### config.mk
export PLATFORM = sky130hd
export DESIGN_NAME = rf_wb_arbiter
export DESIGN_NICKNAME = d
export VERILOG_FILES = /design/src/rtl/rf_wb_arbiter.sv
export SDC_FILE = /design/constraint.sdc
export NUM_CORES = 1
export LEC_CHECK = 0
export ABC_AREA = 1
export BUFFER_PORTS_ARGS = -buffer_cell sky130_fd_sc_hd__buf_2
export CORE_MARGIN = 2
export CORE_UTILIZATION = 46
export CTS_BUF_LIST = sky130_fd_sc_hd__clkbuf_8
export DETAILED_ROUTE_END_ITERATION = 10
export MAX_ROUTING_LAYER = met4
export PLACE_DENSITY_LB_ADDON = 0.08
export SYNTH_ARGS = -nofsm -noshare
export SYNTH_HDL_FRONTEND = slang
export SYNTH_SLANG_ARGS = --single-unit
### constraint.sdc
create_clock -name clk -period 1.5 [get_ports clk]
set_input_delay 0.3 -clock clk [delete_from_list [all_inputs] [get_ports clk]]
set_output_delay 0.3 -clock clk [all_outputs]
set_load 0.03 [all_outputs]
### src/rtl/rf_wb_arbiter.sv
// rf_wb_arbiter
//   Round-robin arbiter for the single write port of the register file.
//   Port 0 is the load unit and port 1 is the ALU. Each has a valid/ready
//   handshake. A write accepted in cycle N appears on rf_we/rf_waddr/rf_wdata
//   in cycle N+1. These outputs come only from registers, so there is no
//   combinational path from any input to them.
//
//   Optional build macro: RF_CLEAR_EN
//     defined   : after reset, a sweep writes zero to x1..x(NREG-1) before
//                 any request is accepted.
//     undefined : no sweep. Requests are accepted once init_done registers
//                 high, which happens on the first edge after reset release.
//
//   state   | meaning (RF_CLEAR_EN builds only)
//   --------+------------------------------------------------------------
//   ST_INIT | clear sweep: one zero write per cycle, requesters held off
//   ST_RUN  | normal round-robin arbitration of load / ALU writebacks
//
// Ports
//   clk, reset            rising-edge clock, async active-low reset
//   ld_valid/ld_rd/ld_data/ld_ready       load writeback handshake
//   alu_valid/alu_rd/alu_data/alu_ready   ALU writeback handshake
//   rf_we/rf_waddr/rf_wdata               registered register-file write port
//   init_done                             high while requests can be accepted
module rf_wb_arbiter #(
  parameter int DATA_W = 32,
  parameter int ADDR_W = 5,
  parameter int NREG   = 32
) (
  input  logic              clk,
  input  logic              reset,
  input  logic              ld_valid,
  input  logic [ADDR_W-1:0] ld_rd,
  input  logic [DATA_W-1:0] ld_data,
  output logic              ld_ready,
  input  logic              alu_valid,
  input  logic [ADDR_W-1:0] alu_rd,
  input  logic [DATA_W-1:0] alu_data,
  output logic              alu_ready,
  output logic              rf_we,
  output logic [ADDR_W-1:0] rf_waddr,
  output logic [DATA_W-1:0] rf_wdata,
  output logic              init_done
);

  // ptr_q = 0 favours the load port, 1 favours the ALU port
  logic              ptr_q, ptr_d;
  logic              ld_gnt, alu_gnt;
  logic              we_d, done_d;
  logic [ADDR_W-1:0] waddr_d;
  logic [DATA_W-1:0] wdata_d;

`ifdef RF_CLEAR_EN
  typedef enum logic {ST_INIT, ST_RUN} state_t;
  localparam logic [ADDR_W-1:0] LAST_REG = ADDR_W'(NREG - 1);
  state_t            state_q, state_d;
  logic [ADDR_W-1:0] cnt_q, cnt_d;
`endif

  // x0 is hardwired to zero, and indices beyond NREG do not exist, so
  // writes to either are accepted but dropped.
  function automatic logic writable(input logic [ADDR_W-1:0] rd);
    return (rd != '0) && (32'(rd) < NREG);
  endfunction

  always_comb begin
    ptr_d   = ptr_q;
    we_d    = 1'b0;
    waddr_d = rf_waddr;
    wdata_d = rf_wdata;
    // init_done is low for the whole sweep, so it also gates the grants.
    ld_gnt  = init_done & ld_valid  & (~alu_valid | ~ptr_q);
    alu_gnt = init_done & alu_valid & (~ld_valid  |  ptr_q);
`ifdef RF_CLEAR_EN
    state_d = state_q;
    cnt_d   = cnt_q;
    // init_done follows the state by one cycle. It rises the cycle after
    // the last sweep write becomes visible.
    done_d  = (state_q == ST_RUN);
    case (state_q)
      ST_INIT: begin
        we_d    = 1'b1;
        waddr_d = cnt_q;
        wdata_d = '0;
        cnt_d   = cnt_q + ADDR_W'(1);
        if (cnt_q == LAST_REG) state_d = ST_RUN;
      end
      default: state_d = ST_RUN;
    endcase
`else
    done_d  = 1'b1;
`endif
    if (ld_gnt) begin
      ptr_d = 1'b1;
      if (writable(ld_rd)) begin
        we_d    = 1'b1;
        waddr_d = ld_rd;
        wdata_d = ld_data;
      end
    end else if (alu_gnt) begin
      ptr_d = 1'b0;
      if (writable(alu_rd)) begin
        we_d    = 1'b1;
        waddr_d = alu_rd;
        wdata_d = alu_data;
      end
    end
  end

  assign ld_ready  = ld_gnt;
  assign alu_ready = alu_gnt;

  always_ff @(posedge clk or negedge reset) begin
    if (!reset) begin
      ptr_q     <= 1'b0;
      rf_we     <= 1'b0;
      rf_waddr  <= '0;
      rf_wdata  <= '0;
      init_done <= 1'b0;
    end else begin
      ptr_q     <= ptr_d;
      rf_we     <= we_d;
      rf_waddr  <= waddr_d;
      rf_wdata  <= wdata_d;
      init_done <= done_d;
    end
  end

`ifdef RF_CLEAR_EN
  always_ff @(posedge clk or negedge reset) begin
    if (!reset) begin
      state_q <= ST_INIT;
      cnt_q   <= ADDR_W'(1);
    end else begin
      state_q <= state_d;
      cnt_q   <= cnt_d;
    end
  end
`endif

endmodule

==> impl_metrics.toml, run 1 <==
[timing]
fin_setup_tns_ps = 0
slew_viol_final = 0
fmax_mhz = 689.1
finalSetupViolations = 0
hold_violations = 0
rsz0062_at_grt = "no"
finalCriticalPeriod_ps = 1451
fin_skew_ps = 9.757
finalCritPeriodShare_pct = 96.75

[clock_network]
cts.path.max_buffers = 2
cts_sinks = 40
cts_buffers = 5
clk_latency_ps = 300
cts_root_buffer = "clkbuf_8"
htree_num_levels = 2
clk_pin_slew_worst_paths_ps = 80
cts_tree = "yes"

[power]
comb_power_share_pct = 36.6
clkPwrFrac_pct = 24.9
pwr-share-seq_pct = 38.4
power_leakage_nw = 1.789
switching_power_mw = 1.421
ir_worst_vdd_mv = 0.6803
power_density_mw_per_mm2 = 1279
sw_frac_of_total_pct = 38.23
p_int_mw = 2.296

[synthesis]
ys_warn_count = 0
ys_seq_elements = 40
ys_types = 14
syn_nets = 378
avgSynthCellArea_um2 = 7.048
netlist_instances = 300
synth-seq-area-share_pct = 47.34
syn_area_mm2 = 0.002115

[routing]
drt-met1-wl_um = 2411
routedWlPerCell_um = 11.66
dr_total_vias = 2261
via_per_inst = 4.790
drt_iter0_drc = 91
wl_met2_um = 2623
highest_layer = "met4"
dr.pass1.iters = 4
antenna_left = 0
drc_errors = 0
wl_um = 5505
dr_wl_met3_um = 394

[placement]
numPortBuffers = 118
place_congestion = 0.8132
dpl.hpwl_um = 4004

[final_layout]
nets = 497
antenna_cells = 0
final_cell_mix = "nand2_1, buf_2, nand3_1, dfrtp_1, buf_4"
utilization_pct = 66.30
drive_gt1_share_pct = 34.52
area_growth_pct = 37.46
final_common_cell = "nand2_1"

[worst_setup_path]
criticalPathCategory = "reg2out"
critPathRequiredTime_ps = 1200
end_kind = "output pin"
critical_path.max_fanout = 3
start_kind = "register"
arrival_ps = 1150

[status]
status = "completed"

[floorplan]
std_cell_rows = 24
die-width_um = 71.80
initial_core_util_pct = 48.23
die-height_um = 71.80
core_mm2 = 0.004384
die_area_mm2 = 0.005155
num_io_pins = 119

[global_routing]
antenna_found_initial = 0
grt_max_degree = 40
grt_overflow = 0
grt_pass1_wl_um = 9315
grt_pass1_vias = 2135
grtUsageTotal_pct = 23.59

[job]
drv_cap = 0

[hold_path]
hold_path.class = "in2reg"
state kept, by name, summed over array words and instances, names as in the netlist:
name and flops:
init_done 1, rf_waddr 5, rf_wdata 32, ptr_q 1
rf_we 1
metal layers:
metal | track usage, % | vias to the layer above
met4 | 6.289 | 0
met1 | 28.19 | 1011
met3 | 6.048 | 9
li1 | - | 1164
met5 | - | -
met2 | 39.71 | 77
synth_stat cells:
cell	number	area share (%)
nor2_1	4	0.71
o21ai_0	2	0.47
conb_1	1	0.18
buf_4	5	1.8
nand2_1	189	34
nand3b_1	1	0.36
buf_6	6	3.2
dfrtp_1	40	47
clkbuf_1	2	0.36
inv_1	1	0.18
nand3_1	39	9.2
buf_2	7	1.7
a21oi_2	2	0.83
inv_2	1	0.18
final timing paths:
path                       slack, ps  cells past startpoint      endpoint    startpoint
setup / recovery                  50                      3     alu_ready         ptr_q
hold / removal                   280                      5  rf_wdata[26]   ld_data[26]
setup reg to reg                 170                      6  rf_wdata[22]         ptr_q
hold reg to reg                  510                      2  rf_wdata[17]  rf_wdata[17]
max in group asynchronous        520                      3   rf_wdata[8]         reset
min in group asynchronous        420                      2  rf_wdata[28]         reset
layout make-up:
cell class              count  area, µm²
clock inverters             2      38.79
well taps                  52      65.06
fillers                   399       1478
clock buffers               6      82.58
repair buffers            132      732.0
flip-flops and latches     40       1002
inverters                   2      7.507
multi-input cells         238      978.4
worst max-delay path, cell delays in order, from the launching register on:
cell,delay (ps)
dfrtp_1,440
inv_2,80
a21oi_4,160
buf_4,180
power by group through the flow:
stage               clock (mW)  combinational, mW  sequential (mW)
floorplan                    0              0.450             1.89
global placement             0               1.34             1.44
detailed placement           0               1.36             1.44
CTS                      0.938               1.37             1.43
global route             0.989               1.49             1.46
finish                   0.927               1.36             1.43
logic make-up after synthesis:
kind of cell,count (synthesis),share of synthesized area [%]
AOI/OAI and AO/OA,4,1.302
other,1,0.1773
and+or+nand+nor,233,43.85
buffers and inverters,22,7.337
DFF,40,47.34
through the flow:
stage / cells / worst slack, ps / power, mW / hold WS [ps] / area [µm²]
2_1_floorplan: 300 / 38.28 / 2.344 / 4.409 / 2123
3_3_place_gp: 462 / 134.8 / 2.783 / 214.6 / 2746
3_5_place_dp: 462 / 26.42 / 2.804 / 217.2 / 2746
4_1_cts: 471 / 16.13 / 3.736 / 281.2 / 2888
5_1_grt: 472 / 15.27 / 3.936 / 298.1 / 2907
6_report: 472 / 48.78 / 3.718 / 281.7 / 2907
timing repair:
action,4_1_cts,5_1_grt
setup endpoints to repair,1,18
buffers inserted,0,1
gates resized for setup,2,5
cloned,0,0
endpoints found under the hold margin,13,0
hold buffers,1,0
No activity file was read; power rests on OpenSTA's default activity.
==> run 2: changes to the inputs <==
RECOVER_POWER = 100   (was not set)
==> run 2 against run 1 <==
Against the previous run: clock skew is essentially flat; sequential share of layout area grew 0.82 points; non-clock buffer count is the same; combinational power shrank 5%; wire length grew 0.42%; die area is the same; register-to-register slack lost 30 ps; cell count is the same; power shrank 1.6%; worst hold slack lost 2.2 ps; critical endpoint unchanged; largest cell class unchanged; highest routed layer unchanged.
==> impl_metrics.toml, run 2 (synthesis results as in run 1) <==
[final_layout]
final_cell_area_mm2 = 0.002839
antenna_cells = 0
top_regs = "rf_wdata x32, rf_waddr x5"
final_cell_mix = "nand2_1, buf_2, clkbuf_1, nand3_1, dfrtp_1"
area_growth_pct = 34.26
nets = 497
top_register = "rf_wdata"
largest_reg_flops = 32
final_common_cell = "nand2_1"
drive_gt1_share_pct = 25.00

[global_routing]
antenna_found_initial = 0
grtUsageTotal_pct = 23.59
grt_overflow = 0
grt_pass1_vias = 2135
grt_pass1_wl_um = 9315
grt_max_degree = 40

[placement]
numPortBuffers = 118
place_area_mm2 = 0.002746
place_congestion = 0.8132
dpl.hpwl_um = 4004

[routing]
routedWlPerCell_um = 11.71
dr_total_vias = 2260
via_per_inst = 4.788
wl_um = 5528
drc_errors = 0
drt_iter0_drc = 101
dr.pass1.iters = 4
antenna_left = 0

[timing]
finalCritPeriodShare_pct = 96.35
hold_violations = 0
fin_skew_ps = 10.13
rsz0062_at_grt = "no"
slew_viol_final = 0
finalSetupViolations = 0
finalCriticalPeriod_ps = 1445
fmax_mhz = 691.9
fin_setup_tns_ps = 0

[worst_setup_path]
reg2regPathDepth = 7
critical_path.max_fanout = 3
end_kind = "output pin"
crit_buf_inv = 2
crit_family = "flip-flops"
cp_slowest_cell = "dfrtp_1"
slowest_delay_ps = 440
cp_num_cells = 3
criticalPathCategory = "reg2out"
arrival_ps = 1150
crit_chain = "inv_2 -> a21oi_4 -> buf_4"
start_kind = "register"
critPathRequiredTime_ps = 1200

[power]
ir_worst_vdd_mv = 0.6961
p_int_mw = 2.225
pwr-share-seq_pct = 39.3
clkPwrFrac_pct = 25.4
switching_power_mw = 1.433
power_leakage_nw = 1.653
comb_power_share_pct = 35.3
power_density_mw_per_mm2 = 1288
sw_frac_of_total_pct = 39.17

[clock_network]
cts_sinks = 40
cts_buffers = 5
cts_root_buffer = "clkbuf_8"
cts.path.max_buffers = 2
clk_pin_slew_worst_paths_ps = 80
cts_tree = "yes"
clk_latency_ps = 300
htree_num_levels = 2

[hold_path]
hold_path.class = "in2reg"
holdPathStages = 5

[floorplan]
initial_core_util_pct = 48.23
die_area_mm2 = 0.005155
die-height_um = 71.80
std_cell_rows = 24
num_io_pins = 119
core_mm2 = 0.004384
die-width_um = 71.80

[job]
drv_cap = 0

[status]
status = "completed"
-- run 2: cell count changes in the layout (fill, tap and decap cells not counted) --
cell      change
clkbuf_1     +40
buf_2        -39
buf_4         -2
buf_12        -1
clkbuf_2      +1
clkbuf_4      +1
-- run 2: area by class of cell --
| class | instances | area, µm² |
|---|---|---|
| clock buffer | 6 | 82.58 |
| timing repair buffer | 132 | 664.4 |
| sequential | 40 | 1002 |
| inverter | 2 | 7.507 |
| tap | 52 | 65.06 |
| fill | 417 | 1545 |
| clock inverter | 2 | 38.79 |
| multi-input combinational | 238 | 978.4 |
-- run 2: power by group through the flow --
stage / clock network [mW] / logic [mW] / registers (mW)
after CTS: 0.938 / 1.37 / 1.43
after detailed placement: 0 / 1.36 / 1.44
final: 0.928 / 1.29 / 1.44
after floorplan: 0 / 0.450 / 1.89
after global routing: 0.989 / 1.42 / 1.46
after global placement: 0 / 1.34 / 1.44
-- run 2: per-layer routing --
layer  track usage [%]  wire length, µm  up-vias
met1             28.19             2462     1012
met4             6.289               75        0
met5                 -                0        -
li1                  -                -     1165
met2             39.71             2635       74
met3             6.048              354        9
-- run 2: final timing paths --
check | startpoint | end | slack (ps)
hold / removal | ld_data[26] | rf_wdata[26] | 280
setup / recovery | ptr_q | alu_ready | 50
setup reg to reg | ptr_q | rf_waddr[2] | 140
min in group asynchronous | reset | rf_wdata[28] | 420
hold reg to reg | rf_wdata[8] | rf_wdata[8] | 510
max in group asynchronous | reset | rf_wdata[7] | 340
-- run 2: timing repair --
item,CTS,global route
buffers inserted,0,1
hold buffers,1,0
hold endpoints to repair,13,0
resized for setup,2,5
endpoints found under the setup margin,1,18
-- run 2: worst reg2reg max path: cells and delay by family (launching register included) --
family	cells	cell delay, ps
DFF	1	440
and+or+nand+nor	6	460
buffers and inverters	1	390
-- run 2: through the flow --
step | setup slack [ps] | hold slack (ps) | total power [mW] | utilization, % | cells
after global routing | 10.23 | 298.1 | 3.871 | 64.75 | 472
after CTS | 16.13 | 281.2 | 3.736 | 65.87 | 471
after detailed placement | 26.42 | 217.2 | 2.804 | 62.64 | 462
after global placement | 134.8 | 214.6 | 2.783 | 62.64 | 462
final | 54.74 | 279.5 | 3.657 | 64.75 | 472
after floorplan | 38.28 | 4.409 | 2.344 | - | 300
==> run 3: changes to the inputs <==
ABC_AREA = not set   (was 1)
CORE_UTILIZATION = 45   (was 46)
MAX_ROUTING_LAYER = not set   (was met4)
==> run 3 against run 2 <==
Against the previous run: the run now ends with negative setup slack left; non-clock buffer count increased by 2; sequential cell count unchanged; wire length fell by 21%; synthesized cell count shrank 54%; die area shrank 0.93%; critical path type is now reg2reg; clock skew decreased by 8.6 ps; fmax down 5.6%; worst hold slack worse by 23 ps; highest routed layer unchanged; core utilization up 2.3 points; setup slack lost 85 ps; largest power group is now combinational logic.
==> impl_metrics.toml, run 3 <==
[status]
status = "finished with violations"
violations = "negative setup slack"

[timing]
finalCritPeriodShare_pct = 102.0
fmax_mhz = 653.4
fin_skew_ps = 1.520
slew_viol_final = 0
hold_violations = 0
slew-limit-headroom_pct = 52.57
rsz0062_at_grt = "yes"
whs_ps = 256.4
worst-slew-pin-transition_ps = 711.4
fin_setup_tns_ps = -383.4
finalCriticalPeriod_ps = 1531
fin_ws_ps = -30.54
finalSetupViolations = 24

[worst_setup_path]
critPathRequiredTime_ps = 1670
critical_path.max_fanout = 7
end_kind = "register"
start_kind = "register"
startpoint = "ptr_q"
r2r_start = "ptr_q"
slowest_delay_ps = 400
arrival_ps = 1700
criticalPathCategory = "reg2reg"
cp_slowest_cell = "dfrtp_1"
crit_chain = "nand2_2 -> nand3_4 -> buf_8 -> buf_4 -> mux2_2 -> mux2_4"

[synthesis]
netlist_instances = 137
ys_async_sr_fraction_pct = 100.0
ys_top_cells_by_count = "mux2_2, dfrtp_1, mux2_4, mux2_1, buf_2"
yosys.area.top_type = "dfrtp_1"
synth_ff_type = "dfrtp_1"
syn_area_mm2 = 0.002048
ys_types = 18
synth-seq-area-share_pct = 48.87
avgSynthCellArea_um2 = 14.95
ys_top_cells_by_area = "dfrtp_1, mux2_2, mux2_4, mux2_1, buf_6"
ys_seq_elements = 40
synth_top_area_share_pct = 48.87
syn_nets = 215
synth_most_common_cell = "mux2_2"
synth_edf_count = 0
ys_warn_count = 0

[floorplan]
initial_core_util_pct = 46.72
die-height_um = 71.47
core_mm2 = 0.004384
num_io_pins = 119
die-width_um = 71.47
std_cell_rows = 24
die_area_mm2 = 0.005107

[power]
total_power_mw = 3.689
power_density_mw_per_mm2 = 1255
ir_worst_vdd_mv = 0.6264
power_leakage_nw = 1.426

[routing]
wl_um = 4380
antenna_left = 0
dr_wl_met3_um = 321
dr_total_vias = 1532
dr.pass1.iters = 4
drc_errors = 0
drt-met1-wl_um = 1920
highest_layer = "met4"
routedWlPerCell_um = 13.56
wl_met2_um = 2099
drt_iter0_drc = 39
via_per_inst = 4.743

[placement]
place_congestion = 0.7647
dpl.hpwl_um = 3292
place_worst_setup_slack_ps = -294.5
numPortBuffers = 118

[final_layout]
top_register = "rf_wdata"
final_common_cell = "buf_2"
area_growth_pct = 43.56
final_cell_mix = "buf_2, mux2_2, clkbuf_1, dfrtp_1, mux2_4"
fill_cells = 364
top_regs = "rf_wdata x32, rf_waddr x5"
antenna_cells = 0
drive_gt1_share_pct = 67.90
largest_reg_flops = 32
nets = 348

[global_routing]
grt_max_degree = 22
grt_pass1_wl_um = 7051
grt_overflow = 0
grt_pass1_vias = 1514
antenna_found_initial = 0
grtUsageTotal_pct = 17.50

[job]
drv_cap = 0

[clock_network]
clk_pin_slew_worst_paths_ps = 70
clk_latency_ps = 280
cts_buffers = 5
cts_tree = "yes"
cts_sinks = 40
htree_num_levels = 2
cts_root_buffer = "clkbuf_8"
cts.path.max_buffers = 2

[hold_path]
hold_path.class = "in2reg"
hold_start = "alu_valid"
-- run 3: cell count changes after synthesis, sizes merged --
cell,previous run,this run
nor3,0,1
clkbuf,2,0
nor2,4,2
or4,0,1
o21ai,2,0
buf,18,8
nand3,39,1
nand2,189,3
mux2,0,74
o2bb2ai,0,1
a31oi,0,1
nand3b,1,0
-- run 3: report_power, final --
group	switching [mW]	internal (mW)
clock network	0.351	0.367
registers	0.137	1.33
logic	0.862	0.643
total	1.35	2.34
-- run 3: cell families (layout without fill, tap and decap cells) --
| logic type | count (synthesis) | after routing | synth area share (%) |
|---|---|---|---|
| buf+inv | 10 | 144 | 3.176 |
| simple gates | 8 | 8 | 2.076 |
| flops | 40 | 40 | 48.87 |
| compound gates | 4 | 4 | 1.527 |
| other cells | 1 | 1 | 0.1831 |
| mux | 74 | 74 | 44.17 |
-- run 3: layout make-up --
type                       count  area, µm²  area share (%)
multi-input combinational     87       1069           36.34
sequential                    40       1002           34.09
timing repair buffer         134      704.4           23.96
clock buffer                   6      82.58           2.809
tap                           52      65.06           2.213
clock inverter                 2      10.01          0.3404
inverter                       2      7.507          0.2553
-- run 3: repair_timing --
item                                    4_1_cts  5_1_grt
hold buffers                                  1        0
gates resized for setup                      13        6
gates cloned                                  0        0
endpoints found under the hold margin        12        0
endpoints found under the setup margin       38       38
pin swaps                                     2        0
buffers inserted                              4        0
-- run 3: worst paths after layout --
path | slack, ps | cells past startpoint | end
max | -30 | 6 | rf_wdata[14]
min in group asynchronous | 570 | 2 | rf_wdata[2]
min reg2reg | 490 | 1 | rf_wdata[30]
max reg2reg | -30 | 6 | rf_wdata[14]
min | 260 | 2 | ptr_q
max in group asynchronous | 210 | 3 | rf_we
-- run 3: worst max-delay path, delay by kind of cell (launching register included) --
family / cells / cell delay [ps]
muxes: 2 / 510
DFF: 1 / 400
buffers and inverters: 2 / 300
and+or+nand+nor: 2 / 200
-- run 3: metrics by stage --
stage / area, µm² / utilization, % / instances
3_3_place_gp: 2798 / 63.81 / 311
3_5_place_dp: 2798 / 63.81 / 311
4_1_cts: 2969 / 67.72 / 323
2_1_floorplan: 2083 / - / 137
5_1_grt: 2940 / 67.07 / 323
6_report: 2940 / 67.07 / 323
-- run 3: layer usage --
metal  track usage (%)  vias to the layer above
li1                  -                      756
met1             23.25                      708
met2             29.01                       63
met3             3.797                        5
met4             5.031                        0
met5                 0                        -
